File: src/rtl/adder_seq_pkg.sv
// Shared types and constants for the nibble-serial add/subtract controller.
package adder_seq_pkg;

  typedef enum logic [1:0] {IDLE, CALC, DONE} adder_seq_state_t;

  localparam int NIBBLE_W = 4;

endpackage

File: src/rtl/adder4.sv
// 4-bit ripple adder slice with carry-in and carry-out.
module adder4 (
  input  logic [3:0] a_i,
  input  logic [3:0] b_i,
  input  logic       carry_i,
  output logic [3:0] sum_o,
  output logic       carry_o
);

  logic [4:0] w_full;

  assign w_full  = {1'b0, a_i} + {1'b0, b_i} + {4'b0000, carry_i};
  assign sum_o   = w_full[3:0];
  assign carry_o = w_full[4];

endmodule

File: src/rtl/adder_seq_ctrl.sv
// Multi-cycle WIDTH-bit add/subtract that reuses one adder4 slice, LSB nibble first,
// with ready/valid handshakes on both the command and the result side.
module adder_seq_ctrl
  import adder_seq_pkg::*;
#(
  parameter int WIDTH = 32
) (
  input  logic             clk_i,
  input  logic             rst_i,
  input  logic             valid_i,
  output logic             ready_o,
  input  logic [WIDTH-1:0] a_i,
  input  logic [WIDTH-1:0] b_i,
  input  logic             carry_i,
  input  logic             sub_i,
  output logic             valid_o,
  input  logic             ready_i,
  output logic [WIDTH-1:0] sum_o,
  output logic             carry_o
);

  localparam int NIB_N = WIDTH / NIBBLE_W;
  localparam int CNT_W = $clog2(NIB_N);

  if (((WIDTH % NIBBLE_W) != 0) || (WIDTH < 8)) begin : g_bad_width
    $error("adder_seq_ctrl: WIDTH must be a multiple of 4 and >= 8");
  end

  adder_seq_state_t    r_state;
  logic [CNT_W-1:0]    r_cnt;
  logic [WIDTH-1:0]    r_a;
  logic [WIDTH-1:0]    r_b;
  logic [WIDTH-1:0]    r_sum;
  logic                r_c;

  logic [NIBBLE_W-1:0] w_a_nib;
  logic [NIBBLE_W-1:0] w_b_nib;
  logic [NIBBLE_W-1:0] w_sum_nib;
  logic                w_cout;
  logic                w_last;

  // Operand nibble mux: a decoded select keeps every index a constant.
  always_comb begin
    w_a_nib = '0;
    w_b_nib = '0;
    for (int unsigned i = 0; i < NIB_N; i++) begin
      if (r_cnt == CNT_W'(i)) begin
        w_a_nib = r_a[i*NIBBLE_W +: NIBBLE_W];
        w_b_nib = r_b[i*NIBBLE_W +: NIBBLE_W];
      end
    end
  end

  assign w_last = (r_cnt == CNT_W'(NIB_N - 1));

  adder4 u_slice (
    .a_i     (w_a_nib),
    .b_i     (w_b_nib),
    .carry_i (r_c),
    .sum_o   (w_sum_nib),
    .carry_o (w_cout)
  );

  always_ff @(posedge clk_i) begin
    if (rst_i) begin
      r_state <= IDLE;
      r_cnt   <= '0;
      r_a     <= '0;
      r_b     <= '0;
      r_sum   <= '0;
      r_c     <= 1'b0;
    end else begin
      case (r_state)
        IDLE: begin
          if (valid_i) begin
            r_a     <= a_i;
            r_b     <= sub_i ? ~b_i : b_i;
            r_c     <= sub_i ? 1'b1 : carry_i;
            r_cnt   <= '0;
            r_state <= CALC;
          end
        end
        CALC: begin
          for (int unsigned i = 0; i < NIB_N; i++) begin
            if (r_cnt == CNT_W'(i)) r_sum[i*NIBBLE_W +: NIBBLE_W] <= w_sum_nib;
          end
          r_c <= w_cout;
          if (w_last) begin
            r_cnt   <= '0;
            r_state <= DONE;
          end else begin
            r_cnt   <= r_cnt + CNT_W'(1);
          end
        end
        DONE: begin
          if (ready_i) r_state <= IDLE;
        end
        default: r_state <= IDLE;
      endcase
    end
  end

  assign ready_o = (r_state == IDLE) && !rst_i;
  assign valid_o = (r_state == DONE);
  assign sum_o   = r_sum;
  assign carry_o = r_c;

endmodule

File: config.mk
export PLATFORM = sky130hd
export DESIGN_NAME = adder_seq_ctrl
export DESIGN_NICKNAME = d
export VERILOG_FILES = /design/src/rtl/adder_seq_pkg.sv /design/src/rtl/adder4.sv /design/src/rtl/adder_seq_ctrl.sv
export SDC_FILE = /design/constraint.sdc
export NUM_CORES = 1
export LEC_CHECK = 0
export BUFFER_PORTS_ARGS = -buffer_cell sky130_fd_sc_hd__clkbuf_2
export CORE_MARGIN = 1
export CORE_UTILIZATION = 25
export DETAILED_ROUTE_END_ITERATION = 7
export PLACE_DENSITY = 0.44
export SYNTH_ARGS = -nofsm -noshare
export SYNTH_HDL_FRONTEND = slang
export SYNTH_SLANG_ARGS = --single-unit
File: constraint.sdc
create_clock -name clk_i -period 8.3 [get_ports clk_i]
set_clock_uncertainty 0.05 [all_clocks]
set_input_delay 1.66 -clock clk_i [delete_from_list [all_inputs] [get_ports clk_i]]
set_output_delay 1.66 -clock clk_i [all_outputs]
set_load 0.1 [all_outputs]
**Yosys cells after proc, flatten, opt, wreduce, memory -nomap -nowiden**

Cells that the tools add are included.

- Register bits after elaboration: 102
- Output and inout port bits: 35
- Logic and storage cells: 72

- Add/sub/neg operators: 3
- Eq/ne operators: 12
- Muxes and demuxes: 27
- Bitwise gates (word level): 1
- Reductions and logical operators: 16

Operators with widths:

| cell | count |
|---|---|
| two-way mux 4 bit | 16 |
| two-way mux 32 bit | 1 |
| inverter 32 bit | 1 |
| AND reduction 2 bit | 10 |
| equality test 3 bit (second input constant) | 4 |
| equality test 3 x 2 -> 1 bit (second input constant) | 2 |
| two-way mux 2 bit | 3 |
| two-way mux 3 bit | 2 |
| case mux 2 bit (3 select lines) | 1 |
| case mux 3 bit (2 select lines) | 1 |
| adder 4 x 4 -> 5 bit | 1 |
| adder 5 x 1 -> 5 bit | 1 |
| != test 2 bit (second input constant) | 2 |
| adder 3 x 1 -> 3 bit (second input constant) | 1 |
| equality test 3 x 1 -> 1 bit (second input constant) | 1 |
| zero test 3 bit | 1 |
| AND reduction 3 bit | 1 |
| equality test 2 x 1 -> 1 bit (second input constant) | 1 |
| equality test 2 bit (second input constant) | 1 |
| zero test 2 bit | 1 |
| two-way mux 1 bit | 2 |
| != test 2 x 1 -> 1 bit (second input constant) | 1 |
| case mux 1 bit (2 select lines) | 1 |
| nonzero test 2 bit | 1 |
| 2 further kinds | 2 |

**Longest topological paths before layout**

- Depth after elaboration: 12
- Mapped depth: 15
- Mapped depth without buffers: 11

**Modules after synthesis**

Synthesis repeated with hierarchy kept, for this count alone.

- Cells, all modules: 598
- Area total of the unflattened synthesis: 5039.8 µm²

By module, submodules not included:

| module | times used | cells each | area each (µm²) | seq. area each (µm²) |
|---|---|---|---|---|
| adder_seq_ctrl | 1 | 582 | 4895.9 | 2042.0 |
| adder4 | 1 | 16 | 143.9 | 0.0 |

**Worst setup path before layout**

No wires, ideal clock.

- Kind: input-to-output
- Start point: input rst_i
- End point: output ready_o
- Data arrival time: 4.225 ns
- Data required time: 6.590 ns
- Slack: 2.365 ns
- Stages: 4
- Path buffers: 3
- Cells stage by stage: clkbuf_1 -> clkbuf_1 -> clkbuf_1 -> nor3_1

- Longest elaborated chain between the ends: 2

RTL lines:

| what | RTL line | source |
|---|---|---|
| start: declaration | adder_seq_ctrl.sv:9 | `input logic rst_i,` |
| zero test 1 bit | adder_seq_ctrl.sv:103 | `assign ready_o = (r_state == IDLE) && !rst_i;` |
| logical AND 1 bit | adder_seq_ctrl.sv:103 |  |
| end: declaration | adder_seq_ctrl.sv:11 | `output logic ready_o,` |

No other way between the ends.

**Worst setup path after layout**

- Start point: register r_cnt[2]
- End point: register r_sum[7] (netlist: sum_o[7])

- Longest elaborated chain between the ends: 11
- Elaborated cells on any way between the ends: 27

RTL lines:

| what | RTL line | source |
|---|---|---|
| start: declaration | adder_seq_ctrl.sv:30 | `logic [CNT_W-1:0] r_cnt;` |
| start signal: assignment | adder_seq_ctrl.sv:92 | `r_cnt <= r_cnt + CNT_W'(1);` |
| zero test 3 bit | adder_seq_ctrl.sv:47 | `if (r_cnt == CNT_W'(i)) begin` |
| two-way mux 4 bit (8 in a row) | adder_seq_ctrl.sv:47 |  |
| adder 4 x 4 -> 5 bit | adder4.sv:12 | `assign w_full = {1'b0, a_i} + {1'b0, b_i} + {4'b0000, carry_i};` |
| adder 5 x 1 -> 5 bit | adder4.sv:12 |  |
| end signal: indexed assignment | adder_seq_ctrl.sv:85 | `if (r_cnt == CNT_W'(i)) r_sum[i*NIBBLE_W +: NIBBLE_W] <= w_sum_nib;` |
| end: declaration | adder_seq_ctrl.sv:33 | `logic [WIDTH-1:0] r_sum;` |

Several ways; a longest one is shown, not always the timed one.
A chain may end at the register's enable or synchronous reset.

==> flow_metrics.py <==
metrics = {
    "synth": {
        "async_reset_ff_share_pct": 0,
        "synth-edff-count": 0,
        "yosys.area_share.simple_pct": 19.3,
        "synth_top_cell_by_area": "dfxtp_1",
        "synthTopCellsByArea": "dfxtp_1, a21oi_1, nand2_1",
        "ys_warn_count": 0,
        "synth_compound_area_share_pct": 21.1,
        "synthMuxAreaShare_pct": 2.25,
        "avgSynthCellArea_um2": 7.99,
        "yosys_register_bits": 102,
        "netlist_instances": 611,
        "yosysMostFrequentCell": "dfxtp_1",
        "synth-xor-area-share_pct": 5.92,
        "netlist.area_leader.share_pct": 41.8,
        "ys_types": 40,
        "synth_area_mm2": 0.00488,
        "ys.flop_type": "dfxtp_1",
        "yosysSeqAreaShare_pct": 41.8,
        "synth_top_cells_by_count": "dfxtp_1, nand2_1, a21oi_1, nor2_1, a211oi_1",
        "synth_adder_area_share_pct": 3.13,
        "synth_top_family_by_area": "compound AO/OA/AOI/OAI gates",
        "syn_nets": 692,
    },
    "clocking": {
        "path_clk_slew_ps": 70,
        "h-tree-depth": 3,
        "cts_tree": "built",
        "post_cts_resize_count": 0,
        "root_buffer": "clkbuf_16",
        "numCtsBuffers": 9,
        "post-cts-setup-buffer-count": 0,
        "clock_path_buffers": 2,
        "postCtsHoldBufs": 0,
        "clk_latency_ps": 350,
        "cts.sinks": 102,
    },
    "detailed_routing": {
        "vias": 4335,
        "post_drt_via_cell_ratio": 4.60,
        "ant_nets": 0,
        "drtIter0Drc": 184,
        "drt_wl_total_um": 13900,
        "avgRoutedWirePerCell_um": 14.7,
        "first_pass_iters": 4,
        "drc": 0,
    },
    "worst_setup_path": {
        "worstSetupEndpointType": "register",
        "slowest_delay_ps": 700,
        "crit_path_start_kind": "register",
        "crit_chain": "inv_1 > ha_1 > nor3b_1 > a22o_1 > a211oi_1 > o41ai_1 > ha_1 > a21o_1 > a21oi_1 > nand3_1 > o311ai_0",
        "worst-path-max-fanout": 18,
        "path_common_cell": "ha_1",
        "crit_required_ps": 8490,
        "cp_slowest_cell": "dfxtp_1",
        "arrival_ps": 4690,
        "worst-setup-path-type": "register to register",
    },
    "final_layout": {
        "multiInputGateArea_mm2": 0.00253,
        "instances_no_fill": 942,
        "seq_area_mm2": 0.00204,
        "diodes": 0,
        "layout-drive-gt1-share_pct": 18.9,
        "postLayoutCoreUtil_pct": 30.9,
        "synthToLayoutAreaGrowth_pct": 20.0,
        "layout.nets": 758,
        "num-fill-cells": 2084,
    },
    "timing": {
        "rsz0062_at_grt": "false",
        "slew-limit-headroom_pct": 33.1,
        "maxClockFrequency_mhz": 222,
        "setup_viol": 0,
        "slew_viol_final": 0,
        "finalCritPeriodShare_pct": 54.2,
        "fin_crit_ps": 4500,
        "worst_pin_slew_ps": 1000,
        "hold_viol_final": 0,
        "hold_ws_ps": 404,
        "setup_slack_ps": 3800,
        "tns_ps": 0,
    },
    "floorplan": {
        "io_pins": 105,
        "dieArea_mm2": 0.0201,
        "rows": 50,
        "die_w_um": 142,
        "fp.dieH_um": 142,
        "core_area_mm2": 0.0190,
        "start_util_pct": 25.8,
    },
    "placed_design": {
        "gp_congestion": 0.853,
        "io_buffers": 104,
        "pre_cts_ws_ps": 3880,
        "dp_cells": 926,
        "place_hpwl_um": 10200,
    },
    "grt": {
        "track_usage_pct": 14.3,
        "antenna_found_initial": 0,
        "grt_pass1_wl_um": 22400,
        "grt_pass1_vias": 4401,
        "grt.overflow.total": 0,
        "grt_max_degree": 77,
    },
    "flow_run": {
        "cap_viol_max_count": 0,
    },
    "power_and_ir_drop": {
        "vdd_ir_drop_max_uv": 85.6,
        "power_leakage_nw": 2.24,
        "pwr_density_cell_mw_per_mm2": 201,
    },
    "hold_path": {
        "hp-class": "register to register",
    },
    "run_status": {
        "status": "completed",
    },
}
==> power breakdown <==
part | switching, mW | internal (mW) | leakage, nW | total [mW]
combinational | 0.130 | 0.0657 | 1.25 | 0.196
clock | 0.188 | 0.260 | 0.159 | 0.448
sequential | 0.0180 | 0.516 | 0.835 | 0.534
==> per-layer routing <==
layer  GRT usage [%]  part of all wire (%)  wire length, um
met3            3.71                   5.8              799
met2            23.4                    46             6360
met5               0                     0                0
met1            18.5                    47             6470
met4            4.24                   1.6              228
==> layout make-up <==
class | count | area share, %
multi-input cells | 432 | 43.1
clock inverters | 4 | 0.896
clock buffers | 12 | 4.55
inverters | 23 | 1.47
well taps | 260 | 5.55
repair buffers | 109 | 9.56
flip-flops and latches | 102 | 34.8
==> sequential cells by signal, indices dropped and copies added, names as in the netlist <==
| signal | cells |
|---|---|
| r_cnt | 3 |
| carry_o | 1 |
| r_b | 32 |
| sum_o | 32 |
| r_state | 2 |
| r_a | 32 |
==> cells by family after synthesis <==
group,after synthesis
AO/OA/AOI/OAI,162
flip-flops,102
AND/OR/NAND/NOR,215
XOR/XNOR,33
buffers and inverters,77
multiplexers,11
adder cells (fa/ha/maj),11
==> worst max-delay path: cells and delay by family, from the launching register on <==
family                     cells  cell delay (ps)
AOI/OAI and AO/OA              6             1730
adders and majority gates      2              880
buffers and inverters          1              380
DFF                            1              700
and+or+nand+nor                2              630
==> final timing paths <==
| kind | from | end | slack [ps] | depth (start not counted) |
|---|---|---|---|---|
| hold reg to reg | r_a[24]$_SDFFE_PP0P_ | r_a[24]$_SDFFE_PP0P_ | 400 | 2 |
| setup / recovery | r_cnt[2]$_SDFFE_PP0P_ | sum_o[7]$_SDFFE_PP0P_ | 3800 | 11 |
| setup reg to reg | r_cnt[2]$_SDFFE_PP0P_ | sum_o[7]$_SDFFE_PP0P_ | 3800 | 11 |
| hold / removal | r_a[24]$_SDFFE_PP0P_ | r_a[24]$_SDFFE_PP0P_ | 400 | 2 |
==> placed cells by master, fill, tap and decap left out, types with 4 or more instances in the layout <==
cell and n:
nand2b_1 4, dfxtp_1 102, o41ai_1 4, nor2b_1 6, buf_4 6, nor2_1 68, a21oi_1 74, ha_1 9
nand3_1 19, o211ai_1 4, nor3b_1 9, a22o_1 4, clkbuf_2 103, mux2i_1 11, xor2_1 4, inv_1 23
xnor2_1 29, o21ai_0 10, clkbuf_16 9, o32ai_1 8, nand2_1 93, a211oi_1 46
==> per-stage QoR <==
step	power (mW)	instance area (um2)
after detailed placement	0.743	5540
after CTS	1.20	5860
after global routing	1.24	5860
after global placement	0.740	5540
final	1.18	5860
after floorplan	0.682	4880
Power figures use the tool's default switching activity.
